`src/rtl/bram_stream_reader_if.sv`:
```
// Request, memory read port and output stream signals of bram_stream_reader.
// master is the reader; slave is the memory/consumer side.
interface bram_stream_reader_if #(
    parameter int ADDR_W = 8,
    parameter int LEN_W  = ADDR_W + 1
);
    logic              start;
    logic [ADDR_W-1:0] base_addr;
    logic [LEN_W-1:0]  length;
    logic [ADDR_W-1:0] read_addr;
    logic              read_val;
    logic              out_val;
    logic              out_valid;
    logic              out_ready;
    logic              busy;
    logic              done;

    modport master (
        input  start, base_addr, length, read_val, out_ready,
        output read_addr, out_val, out_valid, busy, done
    );

    modport slave (
        output start, base_addr, length, read_val, out_ready,
        input  read_addr, out_val, out_valid, busy, done
    );
endinterface

```
`src/rtl/bram_stream_reader.sv`:
```
// Streams a run of bits out of a 1-cycle-latency memory into a ready/valid
// sink through a 2-entry register FIFO, wrapping addresses modulo 2**ADDR_W.
//
//   state  | meaning
//   IDLE   | waiting for start
//   RUN    | issuing reads and delivering beats
//   FINISH | one-cycle done pulse, then back to IDLE
module bram_stream_reader #(
    parameter int ADDR_W = 8,
    parameter int LEN_W  = ADDR_W + 1
) (
    input logic                  clk,
    input logic                  rst,
    bram_stream_reader_if.master bus
);
    typedef enum logic [1:0] {
        IDLE   = 2'd0,
        RUN    = 2'd1,
        FINISH = 2'd2
    } state_t;

    state_t state, state_next;

    logic [ADDR_W-1:0] rd_addr;
    logic [LEN_W-1:0]  reads_left;
    logic [LEN_W-1:0]  beats_left;
    logic              armed;
    logic              rv_pend;
    logic              v0, v1;
    logic              d0, d1;
    logic              pop;
    logic              issue;
    logic              last_beat;
    logic [1:0]        credit;
    logic              busy_c;
    logic              done_c;

    assign pop       = v0 & bus.out_ready;
    assign last_beat = pop && (beats_left == LEN_W'(1));

    // Slots the FIFO will hold once the read returning now lands and this cycle's pop leaves.
    assign credit = {1'b0, v0} + {1'b0, v1} + {1'b0, rv_pend} - {1'b0, pop};
    assign issue  = (state == RUN) && armed && (reads_left != '0) && (credit < 2'd2);

    always_ff @(posedge clk) begin
        if (rst) begin
            state <= IDLE;
        end else begin
            state <= state_next;
        end
    end

    always_comb begin
        state_next = state;
        busy_c     = 1'b0;
        done_c     = 1'b0;
        case (state)
            IDLE: begin
                if (bus.start) begin
                    state_next = (bus.length == '0) ? FINISH : RUN;
                end
            end
            RUN: begin
                busy_c = 1'b1;
                if (last_beat) begin
                    state_next = FINISH;
                end
            end
            FINISH: begin
                busy_c     = 1'b1;
                done_c     = 1'b1;
                state_next = IDLE;
            end
            default: begin
                state_next = IDLE;
            end
        endcase
    end

    always_ff @(posedge clk) begin
        if (rst) begin
            rd_addr    <= '0;
            reads_left <= '0;
            beats_left <= '0;
            armed      <= 1'b0;
            rv_pend    <= 1'b0;
        end else begin
            // First RUN cycle only settles read_addr; reads start the cycle after.
            armed   <= (state == RUN);
            rv_pend <= issue;
            if (state == IDLE && bus.start && bus.length != '0) begin
                rd_addr    <= bus.base_addr;
                reads_left <= bus.length;
                beats_left <= bus.length;
            end
            if (issue) begin
                reads_left <= reads_left - LEN_W'(1);
                if (reads_left != LEN_W'(1)) begin
                    rd_addr <= rd_addr + ADDR_W'(1);
                end
            end
            if (pop) begin
                beats_left <= beats_left - LEN_W'(1);
            end
        end
    end

    // d0 is always the head so out_val comes straight from a flop.
    always_ff @(posedge clk) begin
        if (rst) begin
            v0 <= 1'b0;
            v1 <= 1'b0;
            d0 <= 1'b0;
            d1 <= 1'b0;
        end else begin
            case ({rv_pend, pop})
                2'b10: begin
                    if (!v0) begin
                        v0 <= 1'b1;
                        d0 <= bus.read_val;
                    end else begin
                        v1 <= 1'b1;
                        d1 <= bus.read_val;
                    end
                end
                2'b01: begin
                    d0 <= d1;
                    v0 <= v1;
                    v1 <= 1'b0;
                end
                2'b11: begin
                    if (v1) begin
                        d0 <= d1;
                        d1 <= bus.read_val;
                    end else begin
                        d0 <= bus.read_val;
                    end
                end
                default: begin
                end
            endcase
        end
    end

    assign bus.read_addr = rd_addr;
    assign bus.out_val   = d0;
    assign bus.out_valid = v0;
    assign bus.busy      = busy_c;
    assign bus.done      = done_c;
endmodule
```
`src/flat_wrapper.sv`:
```
// flat-port wrapper written by rule: the top's interface ports become plain ports
module bram_stream_reader_flat 
#(
    parameter int ADDR_W = 8,
    parameter int LEN_W  = ADDR_W + 1
)
  (clk, rst, bus_start, bus_base_addr, bus_length, bus_read_val, bus_out_ready, bus_read_addr, bus_out_val, bus_out_valid, bus_busy, bus_done);
  bram_stream_reader_if #(.ADDR_W(ADDR_W), .LEN_W(LEN_W)) bus_i ();
  input logic clk;
  input logic rst;
  input wire logic [$bits(bus_i.start)-1:0] bus_start;
  input wire logic [$bits(bus_i.base_addr)-1:0] bus_base_addr;
  input wire logic [$bits(bus_i.length)-1:0] bus_length;
  input wire logic [$bits(bus_i.read_val)-1:0] bus_read_val;
  input wire logic [$bits(bus_i.out_ready)-1:0] bus_out_ready;
  output wire logic [$bits(bus_i.read_addr)-1:0] bus_read_addr;
  output wire logic [$bits(bus_i.out_val)-1:0] bus_out_val;
  output wire logic [$bits(bus_i.out_valid)-1:0] bus_out_valid;
  output wire logic [$bits(bus_i.busy)-1:0] bus_busy;
  output wire logic [$bits(bus_i.done)-1:0] bus_done;
  assign bus_i.start = bus_start;
  assign bus_i.base_addr = bus_base_addr;
  assign bus_i.length = bus_length;
  assign bus_i.read_val = bus_read_val;
  assign bus_i.out_ready = bus_out_ready;
  assign bus_read_addr = bus_i.read_addr;
  assign bus_out_val = bus_i.out_val;
  assign bus_out_valid = bus_i.out_valid;
  assign bus_busy = bus_i.busy;
  assign bus_done = bus_i.done;
  bram_stream_reader #(.ADDR_W(ADDR_W), .LEN_W(LEN_W)) u_core (.clk(clk), .rst(rst), .bus(bus_i));
endmodule
```
`config.mk`:
```
export PLATFORM = sky130hd
export DESIGN_NAME = bram_stream_reader_flat
export DESIGN_NICKNAME = d
export VERILOG_FILES = /design/src/rtl/bram_stream_reader_if.sv /design/src/rtl/bram_stream_reader.sv /design/src/flat_wrapper.sv
export SDC_FILE = /design/constraint.sdc
export NUM_CORES = 1
export LEC_CHECK = 0
export ABC_AREA = 1
export BUFFER_PORTS_ARGS = -buffer_cell sky130_fd_sc_hd__buf_2
export CORE_ASPECT_RATIO = 1.1
export CORE_MARGIN = 2
export CORE_UTILIZATION = 57
export DETAILED_ROUTE_END_ITERATION = 12
export GPL_ROUTABILITY_DRIVEN = 1
export MAX_ROUTING_LAYER = met4
export PLACE_DENSITY = 0.8
export SLEW_MARGIN = 25
export SYNTH_ARGS = -nofsm -noshare
export SYNTH_HDL_FRONTEND = slang
export SYNTH_SLANG_ARGS = --single-unit
```
`constraint.sdc`:
```
create_clock -name clk -period 2.6 [get_ports clk]
set_input_delay 0.13 -clock clk [delete_from_list [all_inputs] [get_ports clk]]
set_output_delay 0.13 -clock clk [all_outputs]
set_load 0.03 [all_outputs]
```
After elaboration in Yosys (flattened, before gate mapping)

Cells that the tools add are included.

Add/subtract/negate cells: 6
Multiply operators: 0
Divide/modulo/power cells: 0
$lt $le $gt $ge: 1
Equal/unequal tests: 12
Shift operators: 0
Muxes and demuxes: 21
Bitwise logic cells: 1
Reduce and logical (&&, ||, !) cells: 20

Operators by type and width:

| kind                                                               | count |
|---|---|
| 9-bit 2-to-1 mux                                                   | 3 |
| 8-bit 2-to-1 mux                                                   | 3 |
| 9-bit nonzero test                                                 | 2 |
| 9-bit by 1-bit subtractor with 9-bit output, second input constant | 2 |
| 9-bit by 1-bit == test with 1-bit output, second input constant    | 1 |
| 9-bit logical NOT                                                  | 1 |
| 9-bit by 1-bit != test with 1-bit output, second input constant    | 1 |
| 8-bit by 1-bit adder with 8-bit output, second input constant      | 1 |
| 2-bit nonzero test                                                 | 4 |
| 1-bit 2-to-1 mux                                                   | 7 |
| 2-bit == test, second input constant                               | 3 |
| 1-bit logical AND                                                  | 6 |
| 2-bit 2-to-1 mux                                                   | 3 |
| 2-bit by 1-bit != test with 1-bit output, second input constant    | 3 |
| 1-bit case mux with 2 select lines                                 | 3 |
| 2-bit AND reduction                                                | 3 |
| 2-bit by 1-bit == test with 1-bit output, second input constant    | 2 |
| 2-bit != test, second input constant                               | 2 |
| 2-bit case mux with 2 select lines                                 | 1 |
| 1-bit case mux with 3 select lines                                 | 1 |
| 3-bit AND reduction                                                | 1 |
| 3-bit nonzero test                                                 | 1 |
| 1-bit by 1-bit adder with 2-bit output                             | 1 |
| 2-bit by 1-bit adder with 2-bit output                             | 1 |
| 5 further kinds                                                    | 5 |

Register bits after elaboration: 34
Bits in latches: 0
RAM bits: 0
ROM bits: 0
Bits of input ports: 22
Output and inout bits: 12
Logic and storage cells: 71
Memories kept: 0

Logic depth before layout (Yosys ltp)

Word-level depth: 6
Depth in mapped cells: 16
Gate-level depth less buffers: 15

Least setup slack after synthesis

OpenSTA, ideal clock, no wires.

Path kind: reg-to-reg
Start: register u_core.v0, in the netlist u_core.bus.out_valid
End: register u_core.rd_addr[0], in the netlist u_core.bus.read_addr[0]
Library setup time: 0.113 ns
Data arrival time: 2.328 ns
Data required time: 2.487 ns
Setup slack: 0.160 ns
Cell stages (with the launch flop): 17
Buffers on the path: 1
Period minus slack after synthesis: 2.440 ns
Path through: dfxtp_1 > nand2_1 > inv_1 > buf_2 > ha_1 > inv_1 > ha_1 > nand2_1 > nand2_1 > nand2_1 > nand3_1 > inv_1 > nand3_2 > inv_2 > nand2_1 > nand2_1 > nor2_1

Word-level cells in the longest chain between the ends: 6
Elaborated cells on any way between the ends: 7
Those cells by class: 3 x add/sub; 1 x order compare; 1 x mux; 1 x bitwise; 1 x reduce/logical

Ends and longest elaborated chain:

| item                                          | RTL line                  | text |
|---|---|---|
| start, declared                               | bram_stream_reader.sv:29  | `logic v0, v1;` |
| start signal, assigned                        | bram_stream_reader.sv:128 | `v0 <= v1;` |
| 1-bit by 1-bit adder with 2-bit output        | bram_stream_reader.sv:42  | `assign credit = {1'b0, v0} + {1'b0, v1} + {1'b0, rv_pend} - {1'b0, pop};` |
| 2-bit by 1-bit adder with 2-bit output        | bram_stream_reader.sv:42  |  |
| 2-bit by 1-bit subtractor with 2-bit output * | bram_stream_reader.sv:42  |  |
| 2-bit less-than comparator *                  | bram_stream_reader.sv:43  | `assign issue = (state == RUN) && armed && (reads_left != '0) && (credit < 2'd2);` |
| 1-bit logical AND *                           | bram_stream_reader.sv:43  |  |
| 8-bit 2-to-1 mux *                            | bram_stream_reader.sv:96  | `if (issue) begin` |
| end signal, assigned                          | bram_stream_reader.sv:92  | `rd_addr <= bus.base_addr;` |
| end signal, assigned                          | bram_stream_reader.sv:99  | `rd_addr <= rd_addr + ADDR_W'(1);` |
| end, declared                                 | bram_stream_reader.sv:24  | `logic [ADDR_W-1:0] rd_addr;` |

Every way passes the cells marked *; elsewhere a longest branch is shown, timed or not.
A chain may end at the register's enable or synchronous reset.

Worst setup path after layout

Start: register u_core.v0, in the netlist u_core.bus.out_valid
End: register u_core.reads_left[3]

Word-level cells in the longest chain between the ends: 6
Elaborated cells on any way between the ends: 8
Those cells by class: 3 x add/sub; 1 x order compare; 1 x mux; 1 x bitwise; 2 x reduce/logical

Ends and longest elaborated chain:

| item                                                   | RTL line                 | text |
|---|---|---|
| 1-bit by 1-bit adder with 2-bit output                 | bram_stream_reader.sv:42 |  |
| 2-bit by 1-bit adder with 2-bit output                 | bram_stream_reader.sv:42 |  |
| 2-bit by 1-bit subtractor with 2-bit output *          | bram_stream_reader.sv:42 |  |
| 2-bit less-than comparator *                           | bram_stream_reader.sv:43 |  |
| 1-bit logical AND *                                    | bram_stream_reader.sv:43 |  |
| 9-bit 2-to-1 mux or 2-bit nonzero test (tied branches) | --                       |  |
| end signal, assigned                                   | bram_stream_reader.sv:93 | `reads_left <= bus.length;` |
| end signal, assigned                                   | bram_stream_reader.sv:97 | `reads_left <= reads_left - LEN_W'(1);` |
| end, declared                                          | bram_stream_reader.sv:25 | `logic [LEN_W-1:0] reads_left;` |

Marked as above.

==> impl_metrics.xml <==
<?xml version="1.0" encoding="UTF-8"?>
<metrics>
  <group name="placed_design">
    <metric name="numPortBuffers" unit="">33</metric>
    <metric name="place.detailed.hpwl" unit="µm">4040</metric>
    <metric name="place_congestion" unit="">0.920</metric>
  </group>
  <group name="clock_network">
    <metric name="clock-root-buffer" unit="">sky130_fd_sc_hd__clkbuf_8</metric>
    <metric name="post_cts.repair.setup_buffers" unit="">0</metric>
    <metric name="worstSkewPairLatency" unit="ps">300</metric>
    <metric name="cts_htree_levels" unit="">2</metric>
    <metric name="clock_tree_from_tritoncts" unit="">yes</metric>
    <metric name="number_of_resized_instances_in_the_post_cts_repair_step" unit="">0</metric>
    <metric name="max-clock-path-buffers" unit="">2</metric>
    <metric name="clock_transition_at_path_regs" unit="ps">70</metric>
    <metric name="cts_buffers" unit="">5</metric>
    <metric name="clkSinkCount" unit="">34</metric>
    <metric name="holdBufCountCts" unit="">0</metric>
  </group>
  <group name="global_routing">
    <metric name="grt_max_degree" unit="">20</metric>
    <metric name="first_global_vias" unit="">2230</metric>
    <metric name="antenna_found_initial" unit="">0</metric>
    <metric name="gr-total-overflow" unit="">0</metric>
    <metric name="grt_pass1_wl" unit="µm">9540</metric>
    <metric name="global_route.usage.total" unit="%">26.8</metric>
  </group>
  <group name="synth">
    <metric name="netlist_top_cells_area" unit="">sky130_fd_sc_hd__dfxtp_1 (29%), sky130_fd_sc_hd__nand2_1 (18%), sky130_fd_sc_hd__nor2_1 (9.2%), sky130_fd_sc_hd__nand3_1 (7.9%), sky130_fd_sc_hd__inv_1 (7.6%)</metric>
    <metric name="synth_area" unit="µm²">2360</metric>
    <metric name="syn_area_per_cell" unit="µm²">6.16</metric>
    <metric name="async_reset_ff_share" unit="%">0</metric>
    <metric name="yosys_most_used_dff" unit="">sky130_fd_sc_hd__dfxtp_1</metric>
    <metric name="synthDistinctLibCells" unit="">28</metric>
    <metric name="yosys_top_cell_by_area" unit="">sky130_fd_sc_hd__dfxtp_1</metric>
    <metric name="syn-num-nets" unit="">419</metric>
    <metric name="seq_area_frac_synth" unit="%">28.9</metric>
    <metric name="synth_top_cell_area_share" unit="%">28.9</metric>
    <metric name="yosysWarningCount" unit="">0</metric>
    <metric name="synth-edff-count" unit="">0</metric>
    <metric name="yosys_register_bits" unit="">34</metric>
    <metric name="syn_inst" unit="">383</metric>
  </group>
  <group name="routing">
    <metric name="pre_repair_dr_iteration_count" unit="">4</metric>
    <metric name="routed_wl" unit="µm">5640</metric>
    <metric name="via_per_inst" unit="">5.22</metric>
    <metric name="route.vias.total" unit="">2445</metric>
    <metric name="routedWlPerCell" unit="µm">12.0</metric>
    <metric name="first_iter_violations" unit="">169</metric>
    <metric name="route.detailed.drc" unit="">0</metric>
    <metric name="antenna_violating_nets_post_route" unit="">0</metric>
  </group>
  <group name="layout">
    <metric name="antenna_cells_inserted" unit="">0</metric>
    <metric name="layout_cell_share_with_drive_strength_beyond_1" unit="%">13.2</metric>
    <metric name="final_net_count" unit="">453</metric>
    <metric name="fillerInstances" unit="">419</metric>
    <metric name="synthToLayoutAreaGrowth" unit="%">11.7</metric>
  </group>
  <group name="timing">
    <metric name="fmax" unit="MHz">436</metric>
    <metric name="post-route-min-period" unit="ps">2290</metric>
    <metric name="hold_viol" unit="">0</metric>
    <metric name="final_number_of_setup_violating_endpoints" unit="">0</metric>
    <metric name="max_slew_margin" unit="%">62.4</metric>
    <metric name="final_worst_clock_skew" unit="ps">9.08</metric>
    <metric name="tcrit_tclk_final" unit="%">88.2</metric>
    <metric name="finalMaxSlewViolations" unit="">0</metric>
    <metric name="setup_tns" unit="ps">0</metric>
    <metric name="slew_at_the_pin_closest_to_its_max_slew_limit" unit="ps">561</metric>
    <metric name="rsz0062_at_grt" unit="">no</metric>
  </group>
  <group name="worst_setup_path">
    <metric name="setup.worst_path.end_class" unit="">register</metric>
    <metric name="timing.critical_path.arrival" unit="ps">2490</metric>
    <metric name="worst_ep_required_time" unit="ps">2800</metric>
    <metric name="crit_type" unit="">register to register</metric>
    <metric name="startpoint_class" unit="">register</metric>
    <metric name="critical_path_peak_fanout" unit="">7</metric>
  </group>
  <group name="floorplan">
    <metric name="floorplan.initialDensity" unit="%">59.5</metric>
    <metric name="std_cell_rows" unit="">24</metric>
    <metric name="ports" unit="">34</metric>
    <metric name="die_height" unit="µm">71.5</metric>
    <metric name="core_region_area" unit="µm²">3960</metric>
    <metric name="die_area" unit="µm²">4670</metric>
    <metric name="die_width" unit="µm">65.3</metric>
  </group>
  <group name="hold_path">
    <metric name="holdCritPathClass" unit="">input pin to register</metric>
  </group>
  <group name="power_and_ir_drop">
    <metric name="total_power" unit="mW">1.50</metric>
    <metric name="power_leakage" unit="nW">1.36</metric>
    <metric name="p_per_area" unit="nW/µm²">569</metric>
    <metric name="vdd.ir_drop.worst" unit="mV">0.466</metric>
  </group>
  <group name="run">
    <metric name="max_cap_violations" unit="">0</metric>
  </group>
  <group name="run_status">
    <metric name="outcome" unit="">finished, final reports clean</metric>
  </group>
</metrics>
[cell families after synthesis]
group           count (synthesis)  synth area share [%]
flops                          34                  28.9
compound gates                 40                  8.91
simple gates                  228                  41.3
xor+xnor                        9                  3.34
fa+ha+maj                      14                  7.43
buf+inv                        58                  10.1
[final timing paths]
check | from | slack (ps) | to | cells past startpoint
worst max-delay path | u_core.bus.out_valid$_SDFFE_PP0N_ | 310 | u_core.reads_left[3]$_SDFFE_PP0P_ | 13
worst min-delay path | bus_read_val | 80 | u_core.d1$_SDFFE_PP0P_ | 3
worst max register to register | u_core.bus.out_valid$_SDFFE_PP0N_ | 310 | u_core.reads_left[3]$_SDFFE_PP0P_ | 13
worst min register to register | u_core.beats_left[1]$_SDFFE_PP0P_ | 480 | u_core.beats_left[1]$_SDFFE_PP0P_ | 2
[critical path, cell delays in order (launching register included)]
cell                      delay, ps
sky130_fd_sc_hd__dfxtp_1        340
sky130_fd_sc_hd__nand2_1         80
sky130_fd_sc_hd__inv_1           60
sky130_fd_sc_hd__ha_1           320
sky130_fd_sc_hd__inv_1           70
sky130_fd_sc_hd__ha_1           260
sky130_fd_sc_hd__nand2_1         90
sky130_fd_sc_hd__nand2_1         50
sky130_fd_sc_hd__nand2_1         60
sky130_fd_sc_hd__nand3_1        100
sky130_fd_sc_hd__nor2_1         450
sky130_fd_sc_hd__nand3_1        140
sky130_fd_sc_hd__nand3_1        110
sky130_fd_sc_hd__inv_1           50
[flip-flops by register name (all words and copies together), names as in the netlist, 2 cells and up]
name                  count
u_core.beats_left         9
u_core.bus.read_addr      8
u_core.reads_left         9
u_core.state              2
[cells in the mapped netlist, types with 2 or more instances]
cell and instances:
sky130_fd_sc_hd__a21oi_1 20, sky130_fd_sc_hd__buf_2 2, sky130_fd_sc_hd__clkbuf_1 4, sky130_fd_sc_hd__dfxtp_1 34
sky130_fd_sc_hd__ha_1 14, sky130_fd_sc_hd__inv_1 48, sky130_fd_sc_hd__nand2_1 111, sky130_fd_sc_hd__nand2_2 3
sky130_fd_sc_hd__nand2_4 2, sky130_fd_sc_hd__nand3_1 37, sky130_fd_sc_hd__nand4_1 4, sky130_fd_sc_hd__nor2_1 58
sky130_fd_sc_hd__nor2_2 3, sky130_fd_sc_hd__nor2_4 2, sky130_fd_sc_hd__nor3_1 5, sky130_fd_sc_hd__o21ai_0 16
sky130_fd_sc_hd__or2_2 2, sky130_fd_sc_hd__xnor2_1 3, sky130_fd_sc_hd__xor2_1 6
[stage by stage]
| step | std cells | utilization [%] | setup slack, ps | area [µm²] | hold slack (ps) |
|---|---|---|---|---|---|
| 3_3_place_gp | 462 | 64.4 | 435 | 2550 | 386 |
| 3_5_place_dp | 462 | 64.4 | 333 | 2550 | 382 |
| 2_1_floorplan | 383 | - | 160 | 2360 | 259 |
| 5_1_grt | 468 | 66.5 | 185 | 2640 | 119 |
| 6_report | 468 | 66.5 | 306 | 2640 | 75.7 |
| 4_1_cts | 468 | 66.5 | 323 | 2640 | 75.0 |
[layout make-up]
| class | instances | area, µm² | area share (%) |
|---|---|---|---|
| clock buffers | 6 | 82.6 | 3.13 |
| multi-input cells | 291 | 1440 | 54.6 |
| well taps | 52 | 65.1 | 2.47 |
| flip-flops and latches | 34 | 681 | 25.8 |
| repair buffers | 35 | 180 | 6.84 |
| inverters | 50 | 188 | 7.12 |
[layer usage]
metal	vias up	track usage, %	routed length (µm)
met5	-	-	0
met4	0	14.1	136
met3	14	3.92	270
met2	70	43.4	2560
met1	1096	32.2	2670
li1	1265	-	-
[layout by cell type, fill, tap and decap left out, types with 3 or more instances in the layout]
| cell | count |
|---|---|
| sky130_fd_sc_hd__clkbuf_8 | 6 |
| sky130_fd_sc_hd__nand4_1 | 4 |
| sky130_fd_sc_hd__nor3_1 | 5 |
| sky130_fd_sc_hd__xor2_1 | 6 |
| sky130_fd_sc_hd__inv_1 | 48 |
| sky130_fd_sc_hd__a21oi_1 | 20 |
| sky130_fd_sc_hd__xnor2_1 | 3 |
| sky130_fd_sc_hd__dfxtp_1 | 34 |
| sky130_fd_sc_hd__nand3_1 | 37 |
| sky130_fd_sc_hd__o21ai_0 | 16 |
| sky130_fd_sc_hd__ha_1 | 14 |
| sky130_fd_sc_hd__nor2_1 | 58 |
| sky130_fd_sc_hd__nand2_2 | 3 |
| sky130_fd_sc_hd__buf_2 | 33 |
| sky130_fd_sc_hd__nor2_2 | 3 |
| sky130_fd_sc_hd__nand2_1 | 111 |
[report_power, final]
| group | switching, mW | leakage [nW] | internal (mW) |
|---|---|---|---|
| Sequential | 0.0455 | 0.279 | 0.568 |
| Combinational | 0.312 | 1.04 | 0.165 |
| Clock | 0.204 | 0.0431 | 0.205 |
| Total | 0.561 | 1.36 | 0.937 |
Note: power is estimated with default switching activity, not from simulation.
